<file path="config.mk">
export PLATFORM = sky130hd
export DESIGN_NAME = mul_share_arbiter
export DESIGN_NICKNAME = d
export VERILOG_FILES = /design/src/rtl/mul_share_arbiter.sv
export SDC_FILE = /design/constraint.sdc
export NUM_CORES = 1
export LEC_CHECK = 0
export BUFFER_PORTS_ARGS = -buffer_cell sky130_fd_sc_hd__buf_2
export CAP_MARGIN = 30
export CORE_ASPECT_RATIO = 0.9
export CORE_MARGIN = 2
export CORE_UTILIZATION = 48
export DETAILED_ROUTE_END_ITERATION = 16
export MAX_ROUTING_LAYER = met4
export PLACE_DENSITY = 0.81
export SLEW_MARGIN = 10
export SYNTH_ARGS = -nofsm -noshare
export SYNTH_HDL_FRONTEND = slang
export SYNTH_SLANG_ARGS = --single-unit
</file>
<file path="constraint.sdc">
create_clock -name clk -period 1.8 [get_ports clk]
set_input_delay 0.09 -clock clk [delete_from_list [all_inputs] [get_ports clk]]
set_output_delay 0.09 -clock clk [all_outputs]
set_load 0.05 [all_outputs]
</file>
<file path="src/rtl/mul_share_arbiter.sv">
// Purpose : shares one pipelined 32x32 multiplier cell (low 32 product bits) between two
//           requesters with round-robin grant, routing each result back to its owner.
// Latency : accept in cycle T -> rsp_valid in cycle T+MUL_LATENCY+1; one accept per cycle aggregate.
// Backpr. : per-requester 2-credit limit; a stalled rsp port only blocks its own requester.
// Ports   : clk, reset (sync, active-high)
//           req0/req1 : *_valid in, *_ready out, *_src1/*_src2 in [31:0]
//           rsp0/rsp1 : *_valid out, *_ready in, *_result out [31:0]
//           mul_src1/mul_src2 out [31:0] to the cell, mul_result in [31:0] from the cell
module mul_share_arbiter #(
  parameter int MUL_LATENCY = 1
) (
  input  logic        clk,
  input  logic        reset,
  input  logic        req0_valid,
  output logic        req0_ready,
  input  logic [31:0] req0_src1,
  input  logic [31:0] req0_src2,
  input  logic        req1_valid,
  output logic        req1_ready,
  input  logic [31:0] req1_src1,
  input  logic [31:0] req1_src2,
  output logic        rsp0_valid,
  input  logic        rsp0_ready,
  output logic [31:0] rsp0_result,
  output logic        rsp1_valid,
  input  logic        rsp1_ready,
  output logic [31:0] rsp1_result,
  output logic [31:0] mul_src1,
  output logic [31:0] mul_src2,
  input  logic [31:0] mul_result
);

  // Credits: operations accepted and not yet consumed (in flight + buffered).
  logic [1:0] cnt0_q, cnt0_d;
  logic [1:0] cnt1_q, cnt1_d;
  // 1 = requester 1 was granted last, so requester 0 wins the next contention.
  logic       last_grant_q, last_grant_d;

  // Owner tag pipeline, aligned with the multiplier cell's internal stages.
  logic [MUL_LATENCY-1:0] tag_vld_q, tag_vld_d;
  logic [MUL_LATENCY-1:0] tag_id_q, tag_id_d;

  // Two-entry result FIFO per requester: [requester][entry].
  logic [1:0][1:0][31:0] fifo_mem_q, fifo_mem_d;
  logic [1:0]            fifo_wptr_q, fifo_wptr_d;
  logic [1:0]            fifo_rptr_q, fifo_rptr_d;
  logic [1:0][1:0]       fifo_occ_q, fifo_occ_d;

  logic       elig0, elig1;
  logic       grant0, grant1, accept;
  logic [1:0] wr_en, rd_en;
  logic [1:0] rsp_vld;

  // Grant looks only at request valids and pre-handshake credits, never at rsp_ready.
  always_comb begin
    elig0  = req0_valid & (cnt0_q < 2'd2);
    elig1  = req1_valid & (cnt1_q < 2'd2);
    grant0 = ~reset & elig0 & (~elig1 | last_grant_q);
    grant1 = ~reset & elig1 & (~elig0 | ~last_grant_q);
    accept = grant0 | grant1;
  end

  assign req0_ready = grant0;
  assign req1_ready = grant1;
  assign mul_src1   = grant0 ? req0_src1 : (grant1 ? req1_src1 : 32'd0);
  assign mul_src2   = grant0 ? req0_src2 : (grant1 ? req1_src2 : 32'd0);

  // Outputs are forced low during reset so nothing stale leaks in the first reset cycle.
  always_comb begin
    rsp_vld[0] = ~reset & (fifo_occ_q[0] != 2'd0);
    rsp_vld[1] = ~reset & (fifo_occ_q[1] != 2'd0);
    rd_en[0]   = rsp_vld[0] & rsp0_ready;
    rd_en[1]   = rsp_vld[1] & rsp1_ready;
    wr_en[0]   = tag_vld_q[MUL_LATENCY-1] & ~tag_id_q[MUL_LATENCY-1];
    wr_en[1]   = tag_vld_q[MUL_LATENCY-1] &  tag_id_q[MUL_LATENCY-1];
  end

  assign rsp0_valid  = rsp_vld[0];
  assign rsp1_valid  = rsp_vld[1];
  assign rsp0_result = reset ? 32'd0 : fifo_mem_q[0][fifo_rptr_q[0]];
  assign rsp1_result = reset ? 32'd0 : fifo_mem_q[1][fifo_rptr_q[1]];

  always_comb begin
    tag_vld_d    = '0;
    tag_id_d     = '0;
    tag_vld_d[0] = accept;
    tag_id_d[0]  = grant1;
    for (int s = 1; s < MUL_LATENCY; s++) begin
      tag_vld_d[s] = tag_vld_q[s-1];
      tag_id_d[s]  = tag_id_q[s-1];
    end
  end

  always_comb begin
    last_grant_d = accept ? grant1 : last_grant_q;
    // Accept and consume in the same cycle cancel out.
    cnt0_d = cnt0_q + {1'b0, grant0} - {1'b0, rd_en[0]};
    cnt1_d = cnt1_q + {1'b0, grant1} - {1'b0, rd_en[1]};
  end

  // Credits guarantee a free slot whenever a tag retires, so no full check is needed.
  always_comb begin
    fifo_mem_d  = fifo_mem_q;
    fifo_wptr_d = fifo_wptr_q;
    fifo_rptr_d = fifo_rptr_q;
    fifo_occ_d  = fifo_occ_q;
    for (int i = 0; i < 2; i++) begin
      if (wr_en[i]) begin
        fifo_mem_d[i][fifo_wptr_q[i]] = mul_result;
        fifo_wptr_d[i]                = ~fifo_wptr_q[i];
      end
      if (rd_en[i]) begin
        fifo_rptr_d[i] = ~fifo_rptr_q[i];
      end
      case ({wr_en[i], rd_en[i]})
        2'b10:   fifo_occ_d[i] = fifo_occ_q[i] + 2'd1;
        2'b01:   fifo_occ_d[i] = fifo_occ_q[i] - 2'd1;
        default: fifo_occ_d[i] = fifo_occ_q[i];
      endcase
    end
  end

  always_ff @(posedge clk) begin
    if (reset) begin
      cnt0_q       <= 2'd0;
      cnt1_q       <= 2'd0;
      last_grant_q <= 1'b1;
      tag_vld_q    <= '0;
      tag_id_q     <= '0;
      fifo_mem_q   <= '0;
      fifo_wptr_q  <= '0;
      fifo_rptr_q  <= '0;
      fifo_occ_q   <= '0;
    end else begin
      cnt0_q       <= cnt0_d;
      cnt1_q       <= cnt1_d;
      last_grant_q <= last_grant_d;
      tag_vld_q    <= tag_vld_d;
      tag_id_q     <= tag_id_d;
      fifo_mem_q   <= fifo_mem_d;
      fifo_wptr_q  <= fifo_wptr_d;
      fifo_rptr_q  <= fifo_rptr_d;
      fifo_occ_q   <= fifo_occ_d;
    end
  end

endmodule

</file>
==> flow_summary.toml, run 1 <==
[synth]
syn_avg_cell_area_um2 = 7.83
synth_area_leaders = "dfxtp_1, nand2_1, a21oi_1"
async_flop_share_pct = 0
synth_cell_types = 34
syn_nets = 1026
synth_top_area_share_pct = 42.8
synth_top_area_cell = "dfxtp_1"
ys_seq_area_share_pct = 42.8
netlist_area_um2 = 6700
synthCells = 855
yosys_warnings = 0
synth_edf_count = 0
ys.flop_type = "dfxtp_1"
ys_ff_latch = 143

[worst_setup_path]
cp_max_fo = 8
cp-start-kind = "flip-flop"
end_kind = "output port"
setup.worst_path.class = "reg -> out"
r2r_start = "cnt0_q[1]"
timing.critical_path.from = "cnt0_q[1]"
cp.arrival_ps = 2020
cp.required_ps = 1710

[cts]
clk-insertion-delay-late_ps = 410
cts-buffers-inserted = 17
clkTransAtPathRegs_ps = 60
cts.sink_count = 143
clockBufferDepth = 2
cts_root_buf = "clkbuf_16"
cts_tree = "built"
htreeDepth = 4

[power_and_ir_drop]
p_comb_share_pct = 31.9
power_frac_clock_pct = 33.6
ir_worst_vdd_uv = 712
p_switching_mw = 3.52
p_int_mw = 6.59
p_per_area_nw_per_um2 = 992
p_leak_nw = 4.33
sw_frac_of_total_pct = 34.8
power_frac_seq_pct = 34.5

[global_route]
grt_max_degree = 125
overflow = 0
grt_antenna_before_repair = 8
grt_pass1_vias = 6739
grt_pass1_wl_um = 37000
grt_usage_pct = 33.6

[timing]
finalSetupViolations = 67
worstMarginPinSlew_ps = 667
rsz0062_at_grt = "true"
fin_tns_setup_ps = -17770
finalCriticalPeriod_ps = 2110
setup_ws_ps = -306
clock_skew_ps = 10.7
post-route-period-util_pct = 117
hold_violations = 0
slew_headroom_pct = 55.6
fmax_mhz = 475
final_max_slew_viol_count = 0

[drt]
routed_via_density = 5.48
drt_iter0_markers = 633
finalWirelength_um = 25800
drc_errors = 0
ant_nets = 0
post_drt_wl_per_cell_um = 18.8
vias = 7519
firstDrtPassIters = 5

[outcome]
violations = "negative setup slack"
outcome = "complete, but fails checks"

[placement]
portBuffers = 297
gp_congestion = 0.971
dp_hpwl_um = 15700
pre_cts_ws_ps = 53.4

[die]
die_x_um = 129
num_io_pins = 298
core_area_um2 = 13500
dieArea_um2 = 14900
die-height_um = 116
initial_utilization_pct = 49.6
rows = 40

[finish]
nNetsFinal = 1351
final_cell_mix = "nand2_1, buf_2, dfxtp_1"
nFillCells = 979
drive_gt1_share_pct = 33.3
synthToLayoutAreaGrowth_pct = 52.3
mostFrequentLayoutCell = "nand2_1"

[run]
maxCapViolCount = 0

[min_path]
min_from = "req0_valid"
hold_path_class = "in -> reg"
==> logic make-up (layout without fill, tap and decap cells) <==
| family | after synthesis | after routing | share of synthesized area (%) |
|---|---|---|---|
| AOI/OAI and AO/OA | 202 | 202 | 18.9 |
| xor gates and xnor gates | 6 | 6 | 0.785 |
| adders and majority gates | 5 | 5 | 0.934 |
| buffers and inverters | 78 | 416 | 5.12 |
| DFF | 143 | 143 | 42.8 |
| muxes | 68 | 68 | 10.2 |
| other | 0 | 10 | 0 |
| and+or+nand+nor | 353 | 353 | 21.3 |
==> timing repair <==
| action | 4_1_cts | 5_1_grt |
|---|---|---|
| resized for setup | 151 | 6 |
| cloned | 6 | 5 |
| endpoints found under the setup margin | 71 | 72 |
| pin swaps | 22 | 31 |
| hold buffers | 34 | 0 |
| setup buffers | 9 | 7 |
| endpoints found under the hold margin | 133 | 0 |
==> power by group through the flow <==
stage	logic [mW]	clock network, mW	registers (mW)
final	3.22	3.40	3.49
after global placement	2.51	0	3.55
after floorplan	1.86	0	3.49
after global routing	3.36	3.60	3.51
after CTS	3.02	3.43	3.49
after detailed placement	2.54	0	3.56
==> final timing paths <==
kind	to	cells past startpoint	slack, ps
worst max-delay path	mul_src1[11]	7	-310
worst min-delay path	last_grant_q	3	60
worst max register to register	cnt1_q[0]	7	-10
worst min register to register	fifo_mem_q[20]	2	450
==> state kept, by name, summed over array words and instances, names as in the netlist <==
register	count
tag_id_q	1
fifo_mem_q	128
fifo_rptr_q	2
last_grant_q	1
cnt0_q	2
fifo_occ_q	4
fifo_wptr_q	2
cnt1_q	2
tag_vld_q	1
==> per-layer routing <==
layer,vias up,global-route usage (%),share of wire (%)
li1,3550,-,-
met1,3526,42.1,41
met2,403,53.7,46
met3,40,9.00,10
met4,0,10.0,2.4
met5,-,-,0
==> cells in the mapped netlist (2+ instances only) <==
cell and n:
nand2_1 259, dfxtp_1 143, a21oi_1 132, nor2_1 69, mux2i_1 66, a22o_1 64
clkbuf_1 38, buf_2 28, buf_1 5, ha_1 5, nand2b_1 5, buf_4 4
and3b_1 3, inv_1 3, xnor2_1 3, xor2_1 3, and2_1 2, mux2_2 2
nand3b_1 2, nor2b_1 2, o21ai_0 2, o21ba_2 2, or3_1 2
==> stage by stage <==
step | area, um^2 | hold WS (ps) | std cells | power (mW) | util (%)
detailed placement | 8380 | 360 | 1269 | 6.10 | 62.0
global placement | 8380 | 352 | 1269 | 6.06 | 62.0
finish | 10200 | 62.9 | 1371 | 10.1 | 75.5
floorplan | 6700 | 226 | 855 | 5.36 | -
CTS | 9990 | 46.1 | 1350 | 9.94 | 73.9
global route | 10200 | 61.4 | 1370 | 10.5 | 75.4
==> critical path: stages, from the launching register on <==
cell and delay, ps:
dfxtp_2 330, and3b_2 230, nor4b_4 250, buf_6 160
buf_6 120, buf_16 130, a22o_1 190, buf_6 170
==> area by class of cell <==
type	count	area, um^2	share of cell area, %
Timing Repair Buffer	381	2950	29.0
Tap cell	168	210	2.06
Multi-Input combinational cell	634	3550	34.9
Clock inverter	15	148	1.45
Inverter	3	11.3	0.110
Sequential cell	143	2870	28.2
Antenna cell	10	25.0	0.245
Clock buffer	17	425	4.17
Power figures use the tool's default switching activity.
==> run 2, diff against run 1 <==
--- a/config.mk
+++ b/config.mk
@@ -12,7 +12,7 @@
 export CORE_UTILIZATION = 48
 export DETAILED_ROUTE_END_ITERATION = 16
 export MAX_ROUTING_LAYER = met4
-export PLACE_DENSITY = 0.81
+export PLACE_DENSITY = 0.78
 export SLEW_MARGIN = 10
 export SYNTH_ARGS = -nofsm -noshare
 export SYNTH_HDL_FRONTEND = slang
==> flow_summary.toml, run 2 (same netlist as run 1, synthesis figures left out) <==
[outcome]
outcome = "complete, but fails checks"
violations = "negative setup slack"

[global_route]
grt_usage_pct = 31.9
grt_pass1_wl_um = 35600
grtUsageMet2_pct = 51.1
grt_util_met3_pct = 7.02
grt_antenna_before_repair = 4
top_usage_layer = "met2"
overflow = 0
grt_pass1_vias = 6631
use_met1_pct = 40.6
grt_max_degree = 157

[placement]
portBuffers = 297
gp_congestion = 0.912
dp_hpwl_um = 15300

[finish]
mostFrequentLayoutCell = "nand2_1"
nNetsFinal = 1339
top_register = "fifo_mem_q"
reg.largest.list = "fifo_mem_q x128, fifo_occ_q x4"
drive_gt1_share_pct = 32.3
synthToLayoutAreaGrowth_pct = 48.3
fin_util_pct = 73.5
largest_reg_flops = 128
final_cell_mix = "nand2_1, buf_2, dfxtp_1"

[power_and_ir_drop]
power_frac_clock_pct = 33.8
p_switching_mw = 3.25
ir_worst_vdd_uv = 729
p_comb_share_pct = 31.0
sw_frac_of_total_pct = 32.9
power_frac_seq_pct = 35.2
p_leak_nw = 4.22
p_per_area_nw_per_um2 = 994
p_int_mw = 6.63

[drt]
routed_via_density = 5.36
finalWirelength_um = 23800
vias = 7242
drc_errors = 0
firstDrtPassIters = 5
drt_iter0_markers = 545
post_drt_wl_per_cell_um = 17.6
ant_nets = 0

[die]
initial_utilization_pct = 49.6
die_x_um = 129
core_area_um2 = 13500
num_io_pins = 298
rows = 40
die-height_um = 116
dieArea_um2 = 14900

[worst_setup_path]
end_kind = "output port"
crit_end = "mul_src1[13]"
cp.arrival_ps = 2020
reg2reg_depth = 5
r2r_setup_slack_ps = 100
cp.required_ps = 1710
setup.worst_path.class = "reg -> out"
timing.critical_path.from = "cnt0_q[1]"
r2r-end = "fifo_occ_q[1]"
cp_max_fo = 8
cp-start-kind = "flip-flop"
r2r_start = "fifo_occ_q[0]"

[cts]
cts_tree = "built"
clockBufferDepth = 2
cts_root_buf = "clkbuf_16"
htreeDepth = 4
clkTransAtPathRegs_ps = 60
cts-buffers-inserted = 17
clk-insertion-delay-late_ps = 410
cts.sink_count = 143

[timing]
fmax_mhz = 475
fin_tns_setup_ps = -15130
final_max_slew_viol_count = 0
post-route-period-util_pct = 117
slew_headroom_pct = 55.2
finalCriticalPeriod_ps = 2110
rsz0062_at_grt = "true"
clock_skew_ps = 5.25
setup_ws_ps = -307
finalSetupViolations = 65
hold_violations = 0
worstMarginPinSlew_ps = 672

[run]
maxCapViolCount = 0

[min_path]
hold_path_class = "in -> reg"
run 2: cell types whose count changed in the layout (fill, tap and decap cells not counted), moves of 3 or more:
cell      before  now
inv_6          9    0
buf_12        12    6
diode_2       10    5
clkbuf_1       0    4
clkinv_2       1    4
clkinv_4       3    0
run 2: critical path, cell delays in order (launching register included):
cell and delay (ps):
dfxtp_2 320, and3b_2 220, nor4b_4 330, buf_6 220, clkbuf_16 180, a22o_1 170, buf_6 160
run 2: worst min path at each step:
stage               slack, ps  cells past startpoint             end          start
floorplan                 230                      2   fifo_mem_q[0]  mul_result[0]
CTS                        10                      3    last_grant_q     req0_valid
detailed placement        330                      2   fifo_occ_q[1]          reset
global placement          320                      2   fifo_occ_q[1]          reset
finish                     20                      3    last_grant_q     req0_valid
global route               30                      3  fifo_rptr_q[1]     rsp1_ready
run 2: area by class of cell:
class                   count  area, um^2
fillers                  1044        3580
flip-flops and latches    143        2870
clock buffers              23         468
inverters                   3        11.3
multi-input cells         634        3560
clock inverters             7        87.6
diodes                      5        12.5
well taps                 168         210
repair buffers            369        2710
run 2: power by group through the flow:
stage          Combinational, mW  Sequential, mW  Clock [mW]
2_1_floorplan               1.86            3.49           0
3_3_place_gp                2.52            3.53           0
3_5_place_dp                2.53            3.54           0
4_1_cts                     3.01            3.47        3.36
5_1_grt                     3.21            3.49        3.51
6_report                    3.06            3.47        3.34
run 2: what timing repair did:
item	CTS	global route
pin swaps	17	16
gates cloned	5	1
buffers inserted	7	1
hold buffers	34	0
resized for setup	147	8
setup endpoints to repair	68	72
endpoints found under the hold margin	131	0
run 2: through the flow:
stage               power (mW)  setup slack, ps  cell area, um^2  hold WS, ps  std cells
global placement          6.05             53.1             8330          323       1270
floorplan                 5.36             10.9             6700          226        855
detailed placement        6.07            0.766             8330          334       1270
CTS                       9.84             -314             9890         14.1       1346
finish                    9.87             -307             9930         23.1       1352
global route              10.2             -349             9920         28.6       1350
run 2: layer usage:
layer | share of wire, % | vias to the layer above
met5 | 0 | -
met4 | 1.9 | 0
met3 | 7.0 | 29
met2 | 48 | 307
met1 | 43 | 3392
li1 | - | 3514
==> run 3, diff against run 2 <==
--- a/config.mk
+++ b/config.mk
@@ -7,12 +7,13 @@
 export LEC_CHECK = 0
 export BUFFER_PORTS_ARGS = -buffer_cell sky130_fd_sc_hd__buf_2
 export CAP_MARGIN = 30
-export CORE_ASPECT_RATIO = 0.9
+export CELL_PAD_IN_SITES_DETAIL_PLACEMENT = 0
+export CELL_PAD_IN_SITES_GLOBAL_PLACEMENT = 1
 export CORE_MARGIN = 2
-export CORE_UTILIZATION = 48
+export CORE_UTILIZATION = 33
 export DETAILED_ROUTE_END_ITERATION = 16
 export MAX_ROUTING_LAYER = met4
-export PLACE_DENSITY = 0.78
+export PLACE_DENSITY = 0.77
 export SLEW_MARGIN = 10
 export SYNTH_ARGS = -nofsm -noshare
 export SYNTH_HDL_FRONTEND = slang
==> constraint.sdc (replaced) <==
create_clock -name clk -period 2.2 [get_ports clk]
set_input_delay 0.11 -clock clk [delete_from_list [all_inputs] [get_ports clk]]
set_output_delay 0.11 -clock clk [all_outputs]
set_load 0.05 [all_outputs]
==> flow_summary.toml, run 3 (same netlist as run 1, synthesis figures left out) <==
[finish]
final_cell_mix = "nand2_1, buf_2, dfxtp_1"
finalInstanceArea_um2 = 9810
multi_input_area_um2 = 3530
drive_gt1_share_pct = 31.2
seqCellArea_um2 = 2870
largest_reg_flops = 128
top_register = "fifo_mem_q"
mostFrequentLayoutCell = "nand2_1"
nNetsFinal = 1321
nFillCells = 2024
synthToLayoutAreaGrowth_pct = 46.5
stdcell_count = 1444
reg.largest.list = "fifo_mem_q x128, fifo_occ_q x4"

[placement]
portBuffers = 297
pre_cts_ws_ps = 320
place_area_um2 = 8430
dp_cells = 1364
dp_hpwl_um = 17900
gp_congestion = 0.873

[global_route]
grt_antenna_before_repair = 13
grt_usage_pct = 24.0
overflow = 0
grt_pass1_vias = 6664
grt_pass1_wl_um = 38100
grt_max_degree = 145

[worst_setup_path]
cp-start-kind = "flip-flop"
crit_family = "buffers and inverters"
r2r_setup_slack_ps = 400
cp.buffers_inverters = 3
cp.arrival_ps = 2100
setup.worst_path.class = "reg -> out"
slowest_stage = "dfxtp_1"
cp.required_ps = 2090
slowest_delay_ps = 340
end_kind = "output port"
cp_cell_sequence = "and3b_1 -> nor4b_4 -> buf_4 -> buf_12 -> a22o_1 -> buf_6"
cp_max_fo = 34

[die]
dieArea_um2 = 21400
initial_utilization_pct = 33.3
rows = 52
num_io_pins = 298
die_x_um = 146
die-height_um = 146
core_area_um2 = 20100

[min_path]
hold_path_class = "in -> reg"

[drt]
routed_via_density = 4.82
post_drt_wl_per_cell_um = 17.6
wl_met3_um = 1320
drt_iter0_markers = 400
firstDrtPassIters = 4
wl_met1_um = 10200
route.met2.wl_um = 13200
vias = 6962
top_layer_used = "met4"
finalWirelength_um = 25400
ant_nets = 0
drc_errors = 0

[power_and_ir_drop]
total_power_mw = 8.25
p_per_area_nw_per_um2 = 841
ir_worst_vdd_uv = 383
p_leak_nw = 4.11

[timing]
finalCriticalPeriod_ps = 2210
timing.hold.ws_ps = 55.5
setup_ws_ps = -9.92
final_max_slew_viol_count = 0
post-route-period-util_pct = 100
clock_skew_ps = 5.90
hold_violations = 0
worstMarginPinSlew_ps = 832
slew_headroom_pct = 44.5
fmax_mhz = 453
rsz0062_at_grt = "true"
finalSetupViolations = 2

[cts]
htreeDepth = 4
cts_root_buf = "clkbuf_16"
cts.sink_count = 143
cts_tree = "built"
clk-insertion-delay-late_ps = 420
clockBufferDepth = 2
cts-buffers-inserted = 17
clkTransAtPathRegs_ps = 60

[run]
maxCapViolCount = 0

[outcome]
outcome = "complete, but fails checks"
violations = "negative setup slack"
## run 3: cell count changes in the layout (fill, tap and decap cells not counted), moves of 2 or more
cell	previous run	this run
buf_6	68	39
clkbuf_4	0	13
diode_2	5	11
buf_16	3	0
dfxtp_1	138	141
dfxtp_2	5	2
buf_2	230	232
bufinv_16	2	4
clkbuf_1	4	2
clkbuf_16	19	17
clkbuf_8	2	4
clkinv_2	4	2
clkinv_4	0	2
## run 3: worst register-to-register path: cells and delay by family (launching register included)
family          cells  cell delay (ps)
fa+ha+maj           1              320
compound gates      2              350
mux                 1              340
simple gates        2              340
flops               1              340
## run 3: layout make-up
| type | count | share of cell area (%) |
|---|---|---|
| clock buffers | 23 | 4.97 |
| multi-input cells | 634 | 36.0 |
| repair buffers | 351 | 24.4 |
| diodes | 11 | 0.281 |
| flip-flops and latches | 143 | 29.2 |
| inverters | 3 | 0.115 |
| well taps | 270 | 3.44 |
| clock inverters | 9 | 1.58 |
## run 3: per-layer routing
metal / global-route usage [%] / up-vias
met5: - / -
met4: 11.0 / 0
met3: 4.59 / 33
met2: 41.6 / 235
met1: 26.7 / 3219
li1: - / 3475
## run 3: final timing paths
path / from / endpoint / depth (start not counted)
setup reg to reg: fifo_occ_q[2] / cnt1_q[1] / 6
hold / removal: req0_valid / last_grant_q / 3
hold reg to reg: fifo_mem_q[35] / fifo_mem_q[35] / 2
setup / recovery: cnt0_q[1] / mul_src1[0] / 6
## run 3: repair_timing
item | 4_1_cts | 5_1_grt
setup endpoints to repair | 12 | 64
hold buffers | 34 | 0
setup buffers | 1 | 0
pin swaps | 1 | 3
gates cloned | 2 | 0
resized for setup | 30 | 95
hold endpoints to repair | 133 | 0
## run 3: through the flow
stage	utilization [%]	setup TNS [ps]
after floorplan	-	0
after global placement	41.9	0
after detailed placement	41.9	0
after CTS	47.5	-175
after global routing	48.8	-1420
final	48.8	-10.3
## run 3: report_power, final
group / internal, mW / switching, mW / leakage [nW]
logic: 0.833 / 1.47 / 2.64
registers: 2.74 / 0.0983 / 1.16
clock network: 2.02 / 1.08 / 0.313
